$ cat src/rtl/morse_pkg.sv
// Shared types and constants for the Morse keyer and its character ROM.
// MORSE_KEYER_BKSP_EN adds the BKSP state used to key the 16-unit backspace mark.
package morse_pkg;

`ifdef MORSE_KEYER_BKSP_EN
    typedef enum logic [2:0] {IDLE, LOAD, MARK, ELEM_GAP, CHAR_GAP, SPACE, BKSP} state_t;
`else
    typedef enum logic [2:0] {IDLE, LOAD, MARK, ELEM_GAP, CHAR_GAP, SPACE} state_t;
`endif

    typedef struct packed {
        logic [2:0] len;
        logic [4:0] pattern;
    } code_t;

    localparam int BKSP_UNITS     = 16;
    localparam int CHAR_GAP_UNITS = 3;
    localparam int SPACE_UNITS    = 4;
    localparam int DASH_UNITS     = 3;
    localparam int DOT_UNITS      = 1;
    localparam int ELEM_GAP_UNITS = 1;
    localparam int MAX_UNITS      = BKSP_UNITS;

    // Elements are written right-aligned (1 = dash) and stored left-aligned so the next one is always pattern[4].
    function automatic code_t mk_code(input logic [2:0] len, input logic [4:0] bits);
        code_t c;
        c.len     = len;
        c.pattern = bits << (3'd5 - len);
        return c;
    endfunction

endpackage

$ cat src/rtl/morse_rom.sv
// Combinational ASCII-to-Morse lookup; lowercase letters fold onto uppercase.
// Backspace (0x08) is only recognised when MORSE_KEYER_BKSP_EN is defined.
module morse_rom
    import morse_pkg::*;
(
    input  logic [7:0] ascii_i,
    output logic       valid_o,
    output logic       is_space_o,
    output logic       is_bksp_o,
    output code_t      code_o
);

    logic [7:0] upper;

    always_comb begin
        upper = ascii_i;
        if (ascii_i >= 8'h61 && ascii_i <= 8'h7A) upper = ascii_i - 8'h20;
    end

    always_comb begin
        valid_o    = 1'b1;
        is_space_o = 1'b0;
        is_bksp_o  = 1'b0;
        code_o     = '0;
        case (upper)
            "A": code_o = mk_code(3'd2, 5'b00001);
            "B": code_o = mk_code(3'd4, 5'b01000);
            "C": code_o = mk_code(3'd4, 5'b01010);
            "D": code_o = mk_code(3'd3, 5'b00100);
            "E": code_o = mk_code(3'd1, 5'b00000);
            "F": code_o = mk_code(3'd4, 5'b00010);
            "G": code_o = mk_code(3'd3, 5'b00110);
            "H": code_o = mk_code(3'd4, 5'b00000);
            "I": code_o = mk_code(3'd2, 5'b00000);
            "J": code_o = mk_code(3'd4, 5'b00111);
            "K": code_o = mk_code(3'd3, 5'b00101);
            "L": code_o = mk_code(3'd4, 5'b00100);
            "M": code_o = mk_code(3'd2, 5'b00011);
            "N": code_o = mk_code(3'd2, 5'b00010);
            "O": code_o = mk_code(3'd3, 5'b00111);
            "P": code_o = mk_code(3'd4, 5'b00110);
            "Q": code_o = mk_code(3'd4, 5'b01101);
            "R": code_o = mk_code(3'd3, 5'b00010);
            "S": code_o = mk_code(3'd3, 5'b00000);
            "T": code_o = mk_code(3'd1, 5'b00001);
            "U": code_o = mk_code(3'd3, 5'b00001);
            "V": code_o = mk_code(3'd4, 5'b00001);
            "W": code_o = mk_code(3'd3, 5'b00011);
            "X": code_o = mk_code(3'd4, 5'b01001);
            "Y": code_o = mk_code(3'd4, 5'b01011);
            "Z": code_o = mk_code(3'd4, 5'b01100);
            "0": code_o = mk_code(3'd5, 5'b11111);
            "1": code_o = mk_code(3'd5, 5'b01111);
            "2": code_o = mk_code(3'd5, 5'b00111);
            "3": code_o = mk_code(3'd5, 5'b00011);
            "4": code_o = mk_code(3'd5, 5'b00001);
            "5": code_o = mk_code(3'd5, 5'b00000);
            "6": code_o = mk_code(3'd5, 5'b10000);
            "7": code_o = mk_code(3'd5, 5'b11000);
            "8": code_o = mk_code(3'd5, 5'b11100);
            "9": code_o = mk_code(3'd5, 5'b11110);
            8'h20: is_space_o = 1'b1;
`ifdef MORSE_KEYER_BKSP_EN
            8'h08: is_bksp_o = 1'b1;
`endif
            default: valid_o = 1'b0;
        endcase
    end

endmodule

$ cat src/rtl/morse_keyer.sv
// Morse keyer: accepts one ASCII character per handshake and keys sw_out (active-low).
// Defining MORSE_KEYER_BKSP_EN adds the 16-unit backspace mark for 0x08.
module morse_keyer
    import morse_pkg::*;
#(
    parameter int UNIT_BASE = 1350000
) (
    input  logic       clk,
    input  logic       reset,
    input  logic [7:0] ascii_in,
    input  logic       in_valid,
    output logic       in_ready,
    input  logic [2:0] speed,
    output logic       sw_out,
    output logic       busy,
    output logic       bad_char
);

    localparam int CNT_W = $clog2(MAX_UNITS * 8 * UNIT_BASE + 1);

    state_t           state_q, state_d;
    logic [CNT_W-1:0] unit_len_q, unit_len_d;
    logic [CNT_W-1:0] cnt_q, cnt_d;
    logic [CNT_W-1:0] limit;
    logic [7:0]       char_q, char_d;
    logic [4:0]       pat_q, pat_d;
    logic [2:0]       left_q, left_d;
    logic             sw_q, sw_d;
    logic [4:0]       units;
    logic             last;
    logic             rom_valid, rom_is_space, rom_is_bksp;
    code_t            rom_code;

    morse_rom u_rom (
        .ascii_i    (char_q),
        .valid_o    (rom_valid),
        .is_space_o (rom_is_space),
        .is_bksp_o  (rom_is_bksp),
        .code_o     (rom_code)
    );

    // Each timed state lasts a whole number of units; the counter spans the full state.
    always_comb begin
        units = 5'(ELEM_GAP_UNITS);
        case (state_q)
            MARK:     units = pat_q[4] ? 5'(DASH_UNITS) : 5'(DOT_UNITS);
            CHAR_GAP: units = 5'(CHAR_GAP_UNITS);
            SPACE:    units = 5'(SPACE_UNITS);
`ifdef MORSE_KEYER_BKSP_EN
            BKSP:     units = 5'(BKSP_UNITS);
`endif
            default:  units = 5'(ELEM_GAP_UNITS);
        endcase
    end

    assign limit = unit_len_q * CNT_W'(units);
    assign last  = (cnt_q == limit - CNT_W'(1));

    always_comb begin
        state_d    = state_q;
        unit_len_d = unit_len_q;
        char_d     = char_q;
        pat_d      = pat_q;
        left_d     = left_q;
        bad_char   = 1'b0;
        cnt_d      = last ? '0 : cnt_q + CNT_W'(1);
        case (state_q)
            IDLE: begin
                cnt_d = '0;
                if (in_valid) begin
                    state_d    = LOAD;
                    char_d     = ascii_in;
                    unit_len_d = CNT_W'(UNIT_BASE) * CNT_W'(4'd8 - {1'b0, speed});
                end
            end
            LOAD: begin
                cnt_d = '0;
`ifdef MORSE_KEYER_BKSP_EN
                if (!rom_valid) begin
                    bad_char = 1'b1;
                    state_d  = IDLE;
                end else if (rom_is_space) begin
                    state_d = SPACE;
                end else if (rom_is_bksp) begin
                    state_d = BKSP;
                end else begin
`else
                if (!rom_valid || rom_is_bksp) begin
                    bad_char = 1'b1;
                    state_d  = IDLE;
                end else if (rom_is_space) begin
                    state_d = SPACE;
                end else begin
`endif
                    state_d = MARK;
                    pat_d   = rom_code.pattern;
                    left_d  = rom_code.len;
                end
            end
            MARK: begin
                if (last) begin
                    if (left_q > 3'd1) begin
                        state_d = ELEM_GAP;
                        left_d  = left_q - 3'd1;
                        pat_d   = pat_q << 1;
                    end else begin
                        state_d = CHAR_GAP;
                    end
                end
            end
            ELEM_GAP: if (last) state_d = MARK;
            CHAR_GAP: if (last) state_d = IDLE;
            SPACE:    if (last) state_d = IDLE;
`ifdef MORSE_KEYER_BKSP_EN
            BKSP:     if (last) state_d = CHAR_GAP;
`endif
            default:  state_d = IDLE;
        endcase
        // Key down is decoded from the next state so sw_out changes on the same edge as the state.
        sw_d = (state_d != MARK);
`ifdef MORSE_KEYER_BKSP_EN
        if (state_d == BKSP) sw_d = 1'b0;
`endif
    end

    always_ff @(posedge clk or posedge reset) begin
        if (reset) begin
            state_q    <= IDLE;
            unit_len_q <= '0;
            cnt_q      <= '0;
            char_q     <= '0;
            pat_q      <= '0;
            left_q     <= '0;
            sw_q       <= 1'b1;
        end else begin
            state_q    <= state_d;
            unit_len_q <= unit_len_d;
            cnt_q      <= cnt_d;
            char_q     <= char_d;
            pat_q      <= pat_d;
            left_q     <= left_d;
            sw_q       <= sw_d;
        end
    end

    assign sw_out   = sw_q;
    assign busy     = (state_q != IDLE);
    assign in_ready = (state_q == IDLE);

endmodule

$ cat config.mk
export PLATFORM = sky130hd
export DESIGN_NAME = morse_keyer
export DESIGN_NICKNAME = d
export VERILOG_FILES = /design/src/rtl/morse_pkg.sv /design/src/rtl/morse_rom.sv /design/src/rtl/morse_keyer.sv
export SDC_FILE = /design/constraint.sdc
export NUM_CORES = 1
export LEC_CHECK = 0
export ABC_AREA = 1
export ABC_CLOCK_PERIOD_IN_PS = 4200
export BUFFER_PORTS_ARGS = -buffer_cell sky130_fd_sc_hd__buf_4
export CORE_ASPECT_RATIO = 0.5
export CORE_MARGIN = 2
export CORE_UTILIZATION = 50
export CTS_BUF_LIST = sky130_fd_sc_hd__clkbuf_4 sky130_fd_sc_hd__clkbuf_8 sky130_fd_sc_hd__clkbuf_16
export CTS_CLUSTER_DIAMETER = 40
export CTS_CLUSTER_SIZE = 30
export DETAILED_ROUTE_END_ITERATION = 8
export PLACE_DENSITY = 0.7
export SYNTH_ARGS = -nofsm -noshare
export SYNTH_HDL_FRONTEND = slang
export SYNTH_SLANG_ARGS = --single-unit
$ cat constraint.sdc
create_clock -name clk -period 4.2 [get_ports clk]
set_clock_uncertainty 0.05 [all_clocks]
set_input_delay 0.63 -clock clk [delete_from_list [all_inputs] [get_ports clk]]
set_output_delay 0.63 -clock clk [all_outputs]
set_load 0.02 [all_outputs]
Yosys cells after proc, flatten, opt, wreduce, memory -nomap -nowiden
Index checks and enable logic that the tools add are counted.
- bits in registers: 72
- output and inout bits: 4
- muxes and demuxes: 28
- equal/unequal tests: 48
- add/sub/neg operators: 5
- multiply operators: 2
- order comparisons: 3
- reductions and logical operators: 9
- operators by type and width (operator ; number):
    8-bit one-hot mux with 36 select lines ; 1
    8-bit by 7-bit == test with 1-bit output, second input constant ; 26
    8-bit by 6-bit == test with 1-bit output, second input constant ; 11
    28-bit two-way mux ; 2
    37-bit OR reduction ; 1
    3-bit two-way mux ; 11
    28-bit by 1-bit adder with 28-bit output, second input constant ; 1
    28-bit == test ; 1
    17-bit by 28-bit multiplier with 24-bit output, first input constant ; 1
    28-bit by 1-bit subtractor with 28-bit output, second input constant ; 1
    24-bit by 5-bit multiplier with 24-bit output ; 1
    5-bit two-way mux ; 4
    3-bit one-hot mux with 5 select lines ; 1
    5-bit one-hot mux with 2 select lines ; 1
    3-bit one-hot mux with 3 select lines ; 1
    8-bit by 7-bit >= comparator with 1-bit output, second input constant ; 1
    8-bit by 7-bit <= comparator with 1-bit output, second input constant ; 1
    8-bit two-way mux ; 1
    2-bit != test, second input constant ; 4
    8-bit by 6-bit subtractor with 8-bit output, second input constant ; 1
    3-bit by 2-bit == test with 1-bit output, second input constant ; 2
    3-bit == test, second input constant ; 2
    3-bit one-hot mux with 2 select lines ; 1
    5-bit AND reduction ; 1
    13 further kinds ; 17

Logic depth before layout (Yosys ltp)
Gate-level depths: netlist (run 1).
- word-level depth: 9
- depth in mapped cells: 35
- gate-level depth less buffers: 34

Modules after synthesis
From an unflattened synthesis (run 1), not the netlist that was laid out.
- cell total of the unflattened synthesis: 1566
- area, all modules: 9516.6 um^2
- by module, submodules not included (module ; area an instance (um^2) ; cells an instance ; times used):
    morse_keyer ; 8554.5 ; 1374 ; 1
    morse_rom ; 962.2 ; 192 ; 1

Least setup slack after synthesis (run 1)
No wires, ideal clock.
- path kind: flip-flop to flip-flop
- start point: register state_q[2]
- end point: register pat_q[0]
- arrival time: 4252 ps
- required time: 4028 ps
- cell stages (with the launch flop): 31
- buffers on the path: 1
- clock period less this slack: 4424 ps
- slack: -224 ps
- cells stage by stage: dfrtp_1 -> nor2_1 -> nand2_1 -> o21ai_1 -> clkbuf_1 -> nand2_1 -> fa_1 -> inv_1 -> ha_1 -> inv_1 -> fa_1 -> inv_2 -> nand2_1 -> nand2_1 -> nand3_2 -> nand2_2 -> nand3_1 -> nor2_4 -> nand3_4 -> nor2_2 -> nand2_1 -> nand2_1 -> nand2_1 -> nor2_2 -> nand3_2 -> nor2_4 -> nand3_4 -> nand2_4 -> nand2_4 -> nand2_1 -> nand2_1
- cells in the longest elaborated chain, start to end: 7
- elaborated cells on any way between the ends: 15
- classes of those cells: add/sub (1); mul (1); eq/ne (9); mux (2); reduce/logical (2)
- ends and longest elaborated chain (element ; RTL line ; text):
    from (decl) ; morse_keyer.sv:21 ; state_t state_q, state_d;
    from (signal assigned) ; morse_keyer.sv:136 ; state_q <= state_d;
    3-bit == test or 3-bit by 2-bit == test with 1-bit output (tied branches) ; morse_keyer.sv:45, morse_keyer.sv:67 ;
    3-bit one-hot mux with 3 select lines ; morse_keyer.sv:45 ; case (state_q)
    24-bit by 5-bit multiplier with 24-bit output ; morse_keyer.sv:56 ; assign limit = unit_len_q * CNT_W'(units);
    28-bit by 1-bit subtractor with 28-bit output ; morse_keyer.sv:57 ; assign last = (cnt_q == limit - CNT_W'(1));
    28-bit == test ; morse_keyer.sv:57 ;
    2-bit != test (no source line) ; -- ;
    5-bit AND reduction (no source line) ; -- ;
    to (signal assigned) ; morse_keyer.sv:140 ; pat_q <= pat_d;
    to (decl) ; morse_keyer.sv:26 ; logic [4:0] pat_q, pat_d;
Parallel ways exist; a longest one is shown, timed or not.
A chain may end at the register's enable or synchronous reset.

Final worst setup path (run 1)
- start point: register state_q[0]
- end point: register cnt_q[26]
- cells in the longest elaborated chain, start to end: 7
- elaborated cells on any way between the ends: 12
- classes of those cells: add/sub (1); mul (1); eq/ne (5); mux (3); reduce/logical (2)
- ends and longest elaborated chain (element ; RTL line ; text):
    3-bit == test or 3-bit by 2-bit == test with 1-bit output (tied branches) ; morse_keyer.sv:45 ;
    3-bit one-hot mux with 3 select lines ; morse_keyer.sv:45 ;
    24-bit by 5-bit multiplier with 24-bit output ; morse_keyer.sv:56 ;
    28-bit by 1-bit subtractor with 28-bit output ; morse_keyer.sv:57 ;
    28-bit == test ; morse_keyer.sv:57 ;
    28-bit two-way mux ; morse_keyer.sv:66 ; cnt_d = last ? '0 : cnt_q + CNT_W'(1);
    28-bit two-way mux * ; morse_keyer.sv:67 ; case (state_q)
    via cnt_d[26] ; morse_keyer.sv:23 ; logic [CNT_W-1:0] cnt_q, cnt_d;
    to (signal assigned) ; morse_keyer.sv:138 ; cnt_q <= cnt_d;
    to (decl) ; morse_keyer.sv:23 ;
The timed path passes the listed nets; every way through them passes the cells marked *.

==> results of run 1 <==
[report_power, final]
group	internal (mW)	leakage [nW]	switching (mW)
Combinational	2.06	5.38	2.85
Clock	0.592	0.171	0.323
Sequential	0.883	0.922	0.214
[kinds of logic (layout without fill, tap and decap cells)]
family	Yosys count	in the layout	synth area share, %
AO/OA/AOI/OAI	109	109	6.736
adder cells (fa/ha/maj)	88	88	14.24
flip-flops	71	71	19.54
AND/OR/NAND/NOR	868	869	42.85
buffers and inverters	281	499	11.88
other	1	2	0.04120
XOR/XNOR	49	49	4.716
[cell usage in the layout, fill, tap and decap left out, types with 4 or more instances in the layout]
cell type  Yosys  final
a21oi_1       28     22
a21oi_2        1      7
a31oi_1        4      4
buf_4          0    196
buf_6          3     19
clkbuf_16      0      9
dfrtp_1       70     70
fa_1          26     23
ha_1          62     48
ha_2           0      5
ha_4           0      9
inv_1        249    239
inv_2         12     22
nand2_1      476    427
nand2_2       17     48
nand2_4        6     22
nand3_1      122    100
nand3_2        9     23
nand3_4        3     11
nand4_1       19     19
nor2_1       121     99
nor2_2        36     45
nor2_4         5     18
nor3_1        31     21
nor3_2         1      9
nor4_1         8      8
o21ai_0       53     50
o21bai_1       6      6
xnor2_1        9      9
xor2_1        40     37
[worst reg2reg max path: cells and delay by family, from the launching register on]
| family | cells | cell delay, ns |
|---|---|---|
| flip-flops | 1 | 0.41 |
| buffers and inverters | 10 | 1.00 |
| adder cells (fa/ha/maj) | 3 | 1.01 |
| AND/OR/NAND/NOR | 18 | 1.65 |
| AO/OA/AOI/OAI | 2 | 0.35 |
[sequential cells by signal, summed over array words and instances (netlist names)]
| name | cells |
|---|---|
| char_q | 8 |
| cnt_q | 28 |
| left_q | 3 |
| pat_q | 5 |
| state_q | 3 |
| sw_out | 1 |
| unit_len_q | 23 |
[layout make-up]
class	count	area, um^2
fill	1463	5355
tap	234	292.8
multi-input combinational	1117	7071
timing repair buffer	219	1773
inverter	264	993.5
clock buffer	10	232.7
clock inverter	6	116.4
sequential	71	1778
[layer usage]
metal / track usage, % / share of wire, %
met2: 50.84 / 48
met4: 8.338 / 2.3
met3: 4.069 / 4.6
met5: 0 / 0
met1: 35.50 / 45
[worst max-delay path by stage]
stage / depth (start not counted) / from / slack, ns / to
floorplan: 30 / state_q[0] / 0.001 / pat_q[0]
global placement: 29 / state_q[0] / -0.28 / pat_q[0]
detailed placement: 30 / state_q[0] / -0.38 / cnt_q[7]
CTS: 31 / state_q[2] / -0.22 / pat_q[0]
global route: 30 / state_q[0] / -0.63 / pat_q[0]
finish: 33 / state_q[0] / -0.41 / cnt_q[26]
[through the flow]
stage / setup TNS, ns / total power, mW / cell area [um^2] / std cells
after floorplan: 0 / 3.656 / 9176 / 1468
after global placement: -10.13 / 4.922 / 10660 / 1856
after CTS: -7.527 / 6.312 / 11540 / 1906
final: -14.59 / 6.930 / 12260 / 1921
after global routing: -22.67 / 7.530 / 12260 / 1921
after detailed placement: -14.38 / 5.023 / 10660 / 1856
[timing repair]
item                                    in CTS  in global routing
gates cloned                                 3                  0
endpoints found under the setup margin      39                 45
setup buffers                               31                 17
gates resized for setup                     59                144
hold buffers                                 0                  0
pin swaps                                   20                 53
==> impl_results.md, run 1 <==
- H-tree depth: 3
- Area growth, synth to finish: 34.67%
- Synth top area cells: nand2_1 20%, dfrtp_1 19%, inv_1 10%
- Final Max Tran Viols: 0
- Max clock buf depth: 2
- GP Congestion: 0.9712
- Worst r2r dst: cnt_q[26]
- Worst Max-Slew Pin Slew: about 0.70 ns
- Worst skew pair latency: 0.35 ns
- CP Max Fanout: 4
- Fmax achieved: around 220 MHz
- Share of cells above drive strength 1: 28.28%
- GR Overflow Total: 0
- Initial antenna violation count: 0
- RSZ-0062 raised after global routing: true
- Core ar.: ~18000 um^2
- Fin util: between 60% and 70%
- CTS Buf Count: 9
- Synth area leader: nand2_1
- DRC viols: 0
- Overall die area: about 19000 um^2
- EDFF count, synth: 0
- Part of the Yosys area used for sequential elements: 19.54%
- Async SR Flop Fraction: 100.0%
- FF+latch count, synth: slightly above 70
- Initial Util: roughly half
- Tmin final: roughly 4.6 ns
- Crit start category: flop
- Power density over the cells: 565.4 nW/um^2
- Initial DRC Count: about 760
- Critical Setup Path Class: flop to flop
- Antenna viol nets, final: 0
- Critical path required time: approximately 4.4 ns
- Cell count of the worst reg-to-reg path: 33
- PnR worst setup slack: -0.4083 ns
- # diodes: 0
- DRT Pass-1 Iters: 5
- Count of buffers from port buffering: 17
- Die height: 99.40 um
- Fin. Hold Viols: 0
- Leakage: about 6.5 nW
- Crit. End Element: flop
- Final cycle utilization of the critical path: 109.7%
- FF-to-FF setup slack: -0.41 ns
- Io pins: 18
- CTS root buffer: clkbuf_16
- DP HPWL: 20.60 mm
- Syn Inst Count: about 1500
- WL/cell: between 10 and 15 um
- Synth cell count leaders: 476 x nand2_1, 249 x inv_1, 122 x nand3_1
- Yosys warning total: 0
- Most common cell in the netlist: nand2_1
- Crit-path max cell delay: between 0.4 and 0.5 ns
- Worst path slowest cell: fa_1
- Clock sinks: 71
- Largest net degree at the start of global routing: 44
- Worst reg2reg path startpoint: state_q[0]
- CP delay by family, top: simple AND/OR/NAND/NOR gates
- Buf/Inv on CP: 10
- Tot GR Track Use: 28.20%
- Max-cap viol count: 0
- Setup violators final: 39
- Violated checks: negative setup slack
- Nets: about 1800
- Most numerous cell on the critical path: nand2_4
- Predominant post-synthesis flop cell: dfrtp_1
- Global-route wire length before repair: 44.57 mm
- Post-synth cell types: 50
- Relative slew slack: a little over half
- DRT Wirelength: 26.98 mm
- Outcome: complete, but fails checks
- Synth Area per Inst: just over 6 um^2
- Synth Cell Area: a little over 9000 um^2
- Vias in the first global route: around 9800
- Max VDD drop: between 0.0002 and 0.0003 V
- DR vias: between 10000 and 15000
- Final hold slack: ~0.32 ns
- Synth top area share: between 10% and 20%
- Clock-pin slew on the worst setup and hold paths: about 0.06 ns
- Worst Path Arrival: between 4 and 5 ns
- TritonCTS clock tree: yes
- Rows: 34
- Worst hold path type: input port to async pin
- DP Worst Slack: -0.3803 ns
- Die Wd: 194.8 um
- Post-DR vias/cell: around 5.2
No activity file was read; power rests on OpenSTA's default activity.
==> run 2: changes to the inputs <==
--- a/config.mk
+++ b/config.mk
@@ -18,4 +18,5 @@
 export PLACE_DENSITY = 0.7
 export SYNTH_ARGS = -nofsm -noshare
 export SYNTH_HDL_FRONTEND = slang
+export SYNTH_HIERARCHICAL = 1
 export SYNTH_SLANG_ARGS = --single-unit
==> run 2 against run 1 <==
Compared with the run above: the flow still finishes with violations (negative setup slack); final cell count increased by 6.3%; sequential cell count unchanged; die area increased by 4.4%; register-to-register slack improved by 0.22 ns; utilization decreased by 1.1 points; routed wire length increased by 8.7%; synthesized area increased by 4.6%; via count increased by 5.5%; maximum frequency increased by 5.1%; synthesized cell count increased by 6.7%; critical path type unchanged; critical endpoint is now state_q[0]; largest cell class unchanged; highest routed layer unchanged.
==> impl_results.md, run 2 <==
- Most flop-heavy register: cnt_q
- Fin. Hold Viols: 0
- Yosys warning total: 6
- Worst skew pair latency: around 0.36 ns
- Leakage: ~6.9 nW
- Placed cell area: 11270 um^2
- Dpl cells: ~2000
- Share of cells above drive strength 1: 29.73%
- Violated checks: negative setup slack
- GP Congestion: between 0.9 and 1
- Setup violators final: 37
- Commonest non-fill, non-tap cells in the layout: 509 x nand2_1, 227 x inv_1, 204 x buf_4
- Synth Area per Inst: slightly above 6 um^2
- DRT Pass-1 Iters: 5
- Overall die area: slightly above 20000 um^2
- Io pins: 18
- WL met1: 13.38 mm
- Post-DR vias/cell: 5.196
- Count of buffers from port buffering: 17
- DR vias: 10610
- Async SR Flop Fraction: 100.0%
- H-tree depth: 3
- Die Wd: 199.1 um
- Multi-input logic area: ~7400 um^2
- Fmax achieved: 228.0 MHz
- Vias in the first global route: ~10000
- Setup TNS: -4.779 ns
- DRC viols: 0
- Relative slew slack: slightly above 50%
- Antenna viol nets, final: 0
- Sequential Area: 1779 um^2
- Synth Cell Area: ~9500 um^2
- Rows: 35
- Global-route wire length before repair: around 48 mm
- Critical path required time: 4.39 ns
- Fill count: approximately 1600
- Worst path slowest cell: fa_2
- WL/cell: roughly 14 um
- Core ar.: approximately 19000 um^2
- Synth top area cells: nand2_1 22%, dfrtp_1 18%, inv_1 9.4%
- Die height: approximately 100 um
- Synth area leader: nand2_1
- Hold_buf cts: 0
- Max clock buf depth: 2
- # diodes: 0
- Synth top area share: 22.13%
- GR Overflow Total: 0
- Buf/Inv on CP: 8
- Most numerous cell on the critical path: nand2_1
- Area growth, synth to finish: 33.29%
- Finished Cell Area: 12680 um^2
- Met2 wire length: roughly 14 mm
- Uppermost layer routed: met4
- Largest net degree at the start of global routing: 44
- Max reg flops: 28
- Critical Setup Path Class: flop to flop
- Final hold slack: around 0.33 ns
- Crit start category: flop
- Most common cell in the netlist: nand2_1
- Worst Path Arrival: between 4 and 5 ns
- Most common cell after layout, fill and taps aside: nand2_1
- CTS root buffer: clkbuf_16
- Nets: about 1900
- Final cycle utilization of the critical path: 104.4%
- Final Max Tran Viols: 0
- Part of the Yosys area used for sequential elements: 18.68%
- Clock-pin slew on the worst setup and hold paths: approximately 0.070 ns
- Crit-path max cell delay: ~0.6 ns
- Predominant post-synthesis flop cell: dfrtp_1
- Syn Inst Count: ~1600
- Worst Max-Slew Pin Slew: 0.7279 ns
- Power density over the cells: 548.7 nW/um^2
- EDFF count, synth: 0
- Max-cap viol count: 0
- Worst hold path type: input port to async pin
- Tmin final: 4.385 ns
- PnR worst setup slack: -0.1851 ns
- Initial Util: approximately 51%
- Crit. End Element: flop
- RSZ-0062 raised after global routing: true
- CP delay by family, top: simple AND/OR/NAND/NOR gates
- Outcome: complete, but fails checks
- Synth cell count leaders: 561 x nand2_1, 238 x inv_1, 133 x nand3_1
- Initial DRC Count: between 600 and 700
- CTS Buf Count: 9
- Initial antenna violation count: 0
- Clock sinks: 71
- Max VDD drop: between 0.0003 and 0.0004 V
- Fin cells: 2042
- FF+latch count, synth: 71
- DRT Wirelength: approximately 29 mm
- DP HPWL: ~23 mm
- CP Max Fanout: 4
- Post-synth cell types: 50
- Tot GR Track Use: roughly 30%
- TritonCTS clock tree: yes
- DP Worst Slack: -0.4062 ns
- Detailed-routed wire length on met3: 1.667 mm
- Largest regs: cnt_q x28, unit_len_q x23, char_q x8
-- run 2: area by class of cell --
type / count / share of cell area (%)
timing repair buffer: 221 / 14.06
sequential: 71 / 14.03
inverter: 272 / 8.128
clock buffer: 9 / 1.775
clock inverter: 7 / 0.8088
multi-input combinational: 1203 / 58.65
tap: 259 / 2.555
-- run 2: per-stage QoR --
stage | utilization (%) | power (mW)
5_1_grt | 68.48 | 7.536
3_3_place_gp | 60.84 | 5.225
6_report | 68.48 | 6.960
2_1_floorplan | - | 3.810
3_5_place_dp | 60.84 | 5.322
4_1_cts | 66.25 | 6.626
-- run 2: cells by family (layout without fill, tap and decap cells) --
kind of cell,count (synthesis),after routing,synth area share [%]
and+or+nand+nor,971,971,46.25
buffers and inverters,293,509,12.04
AOI/OAI and AO/OA,114,114,6.837
adders and majority gates,88,88,13.62
DFF,71,71,18.68
xor gates and xnor gates,27,27,2.485
other,2,3,0.07891
-- run 2: repair_timing --
action / CTS / global route
setup endpoints to repair: 39 / 45
gates cloned: 1 / 0
pin swaps: 34 / 23
buffers inserted: 20 / 9
resized for setup: 105 / 84
-- run 2: worst paths after layout --
kind,start,slack [ns],to,cells past startpoint
min in group clk,ascii_in[7],0.41,char_q[7],3
worst min register to register,pat_q[2],0.43,pat_q[2],2
worst max register to register,state_q[0],-0.19,state_q[0],30
worst min-delay path,reset,0.33,char_q[7],2
max in group asynchronous,reset,2.76,state_q[2],3
worst max-delay path,state_q[0],-0.19,state_q[0],30
-- run 2: worst register-to-register path: cells and delay by family (launching register included) --
kind	cells	cell delay, ns
flip-flops	1	0.41
AND/OR/NAND/NOR	19	1.85
buffers and inverters	8	0.77
adder cells (fa/ha/maj)	3	1.18
-- run 2: per-layer routing --
metal	vias to the layer above	global-route usage, %
met5	-	0
met4	0	10.28
met3	64	4.029
met2	305	50.58
met1	4908	39.87
li1	5334	-
-- run 2: where the power goes --
part           total, mW  switching [mW]  internal, mW
Combinational       4.97            2.93          2.04
Sequential          1.11           0.235         0.873
Clock              0.881           0.352         0.529
==> run 3: changes to the inputs <==
--- a/config.mk
+++ b/config.mk
@@ -6,7 +6,7 @@
 export NUM_CORES = 1
 export LEC_CHECK = 0
 export ABC_AREA = 1
-export ABC_CLOCK_PERIOD_IN_PS = 4200
+export ABC_CLOCK_PERIOD_IN_PS = 3850
 export BUFFER_PORTS_ARGS = -buffer_cell sky130_fd_sc_hd__buf_4
 export CORE_ASPECT_RATIO = 0.5
 export CORE_MARGIN = 2
@@ -16,6 +16,7 @@
 export CTS_CLUSTER_SIZE = 30
 export DETAILED_ROUTE_END_ITERATION = 8
 export PLACE_DENSITY = 0.7
+export SLEW_MARGIN = 20
 export SYNTH_ARGS = -nofsm -noshare
 export SYNTH_HDL_FRONTEND = slang
 export SYNTH_HIERARCHICAL = 1
==> constraint.sdc (replaced) <==
create_clock -name clk -period 3.85 [get_ports clk]
set_clock_uncertainty 0.05 [all_clocks]
set_input_delay 0.5775 -clock clk [delete_from_list [all_inputs] [get_ports clk]]
set_output_delay 0.5775 -clock clk [all_outputs]
set_load 0.02 [all_outputs]
==> run 3 against run 2 <==
Compared with the run above: die area did not move; count of clock-buffer cells in the layout stayed put; the run still ends with negative setup slack left; sequential power up 9.9%; global-route usage increased by 0.37 points; cell area up 2.7%; highest routed layer unchanged; non-clock buffer count increased by 39; via count rose by 1.4%; register-to-register slack lost 0.36 ns; sequential cell count did not move; clock power fell by 0.5%; critical path type unchanged; setup slack worse by 0.36 ns.
==> impl_results.md, run 3 (same netlist as run 2, synthesis figures left out) <==
- Outcome: complete, but fails checks
- Violated checks: negative setup slack
- Area growth, synth to finish: 36.84%
- Buf/Inv on CP: 9
- Worst skew pair latency: between 0.3 and 0.4 ns
- Worst reg2reg path startpoint: state_q[2]
- Rows: 35
- Critical path required time: 4.04 ns
- Worst Path Arrival: 4.59 ns
- Clock-pin slew on the worst setup and hold paths: approximately 0.060 ns
- Post-DR vias/cell: 5.168
- Setup violators final: 40
- Largest net degree at the start of global routing: 44
- Power density over the cells: roughly 590 nW/um^2
- Antenna viol nets, final: 0
- Clock group share of total power: between 10% and 20%
- Seq pwr share: between 10% and 20%
- Worst r2r dst: cnt_q[4]
- CTS root buffer: clkbuf_16
- Worst path depth: 33
- Vias in the first global route: 10540
- Die Wd: between 150 and 200 um
- Commonest non-fill, non-tap cells in the layout: 516 x nand2_1, 244 x buf_4, 222 x inv_1
- Cell count of the worst reg-to-reg path: 33
- Die height: between 100 and 150 um
- Final Max Tran Viols: 0
- Most common cell after layout, fill and taps aside: nand2_1
- Overall die area: approximately 20000 um^2
- Final Power: 7.670 mW
- GR Overflow Total: 0
- TritonCTS clock tree: yes
- Worst hold path type: input port to async pin
- DRT Wirelength: between 20 and 30 mm
- Tmin final: between 4 and 5 ns
- Crit-path max cell delay: 0.45 ns
- Largest regs: cnt_q x28, unit_len_q x23, char_q x8
- Io pins: 18
- Share of cells above drive strength 1: a little under a third
- Setup TNS: -19.61 ns
- Internal: roughly 3.8 mW
- PnR worst setup slack: -0.5467 ns
- Max reg flops: 28
- CP delay by family, top: simple AND/OR/NAND/NOR gates
- DRC viols: 0
- # diodes: 0
- Clock sinks: 71
- Nets: 1919
- Crit start category: flop
- Most flop-heavy register: cnt_q
- FF-to-FF setup slack: -0.55 ns
- Initial Util: 51.37%
- Fmax achieved: 227.4 MHz
- Max-cap viol count: 0
- Fin util: around 70%
- DR vias: approximately 11000
- DP Worst Slack: -0.7938 ns
- Initial antenna violation count: 0
- Critical Path Sink: cnt_q[4]
- Combinational group share of total power: between 70% and 80%
- DRT Pass-1 Iters: 5
- Dpl cells: 2016
- GP Congestion: 0.9489
- Initial DRC Count: 750
- DP HPWL: 23.20 mm
- Net Sw Power: between 3 and 4 mW
- Crit. Startpoint: state_q[2]
- Sw Share: between 50% and 60%
- Fin. Hold Viols: 0
- WL/cell: between 10 and 15 um
- H-tree depth: 3
- Fin cells: around 2100
- Worst Max-Slew Pin Slew: roughly 0.81 ns
- Tot GR Track Use: between 30% and 40%
- Count of buffers from port buffering: 17
- Final cycle utilization of the critical path: 114.2%
- Global-route wire length before repair: ~49 mm
- CP Max Fanout: 8
- RSZ-0062 raised after global routing: true
- Max clock buf depth: 2
- Relative slew slack: 45.83%
- CTS Buf Count: 9
- Leakage: about 7.0 nW
- Crit. End Element: flop
- Critical Setup Path Class: flop to flop
- Worst path slowest cell: dfrtp_2
- Max VDD drop: roughly 0.00045 V
- Core ar.: 18520 um^2
## run 3: worst min-delay path by stage
stage | slack [ns] | end | cells after the start
6_report | 0.34 | char_q[0] | 2
5_1_grt | 0.36 | char_q[4] | 3
4_1_cts | 0.36 | char_q[0] | 3
3_5_place_dp | 0.43 | pat_q[2] | 2
3_3_place_gp | 0.41 | pat_q[3] | 2
2_1_floorplan | 0.39 | pat_q[0] | 2
## run 3: timing repair
| item | 4_1_cts | 5_1_grt |
|---|---|---|
| endpoints found under the setup margin | 41 | 47 |
| setup buffers | 29 | 22 |
| gates resized for setup | 86 | 97 |
| hold buffers | 0 | 0 |
| pin swaps | 53 | 52 |
| cloned | 0 | 1 |
## run 3: area by class of cell
cell class,count,area [um^2]
Sequential cell,71,1780
Clock buffer,9,225.2
Timing Repair Buffer,260,2073
Tap cell,259,324.1
Clock inverter,7,78.83
Multi-Input combinational cell,1203,7508
Fill cell,1549,5502
Inverter,272,1032
## run 3: through the flow
step	instance area, um^2	hold WS, ns
after floorplan	9699	0.3922
after global placement	11500	0.4078
after detailed placement	11500	0.4263
after CTS	12460	0.3559
after global routing	13020	0.3619
final	13020	0.3389
## run 3: power by group through the flow
stage	logic (mW)	clock network [mW]	registers [mW]
floorplan	3.04	0	1.14
global placement	4.66	0	1.21
detailed placement	4.75	0	1.21
CTS	5.15	0.894	1.20
global route	6.15	0.926	1.25
finish	5.58	0.877	1.22
## run 3: per-layer routing
layer,share of wire (%),vias to the layer above,track usage [%],routed length [um]
met5,0,-,0,0
met4,2.4,0,9.070,725
met3,6.0,69,4.163,1788
met2,47,333,53.58,13920
met1,45,4942,38.97,13310
li1,-,5411,-,-
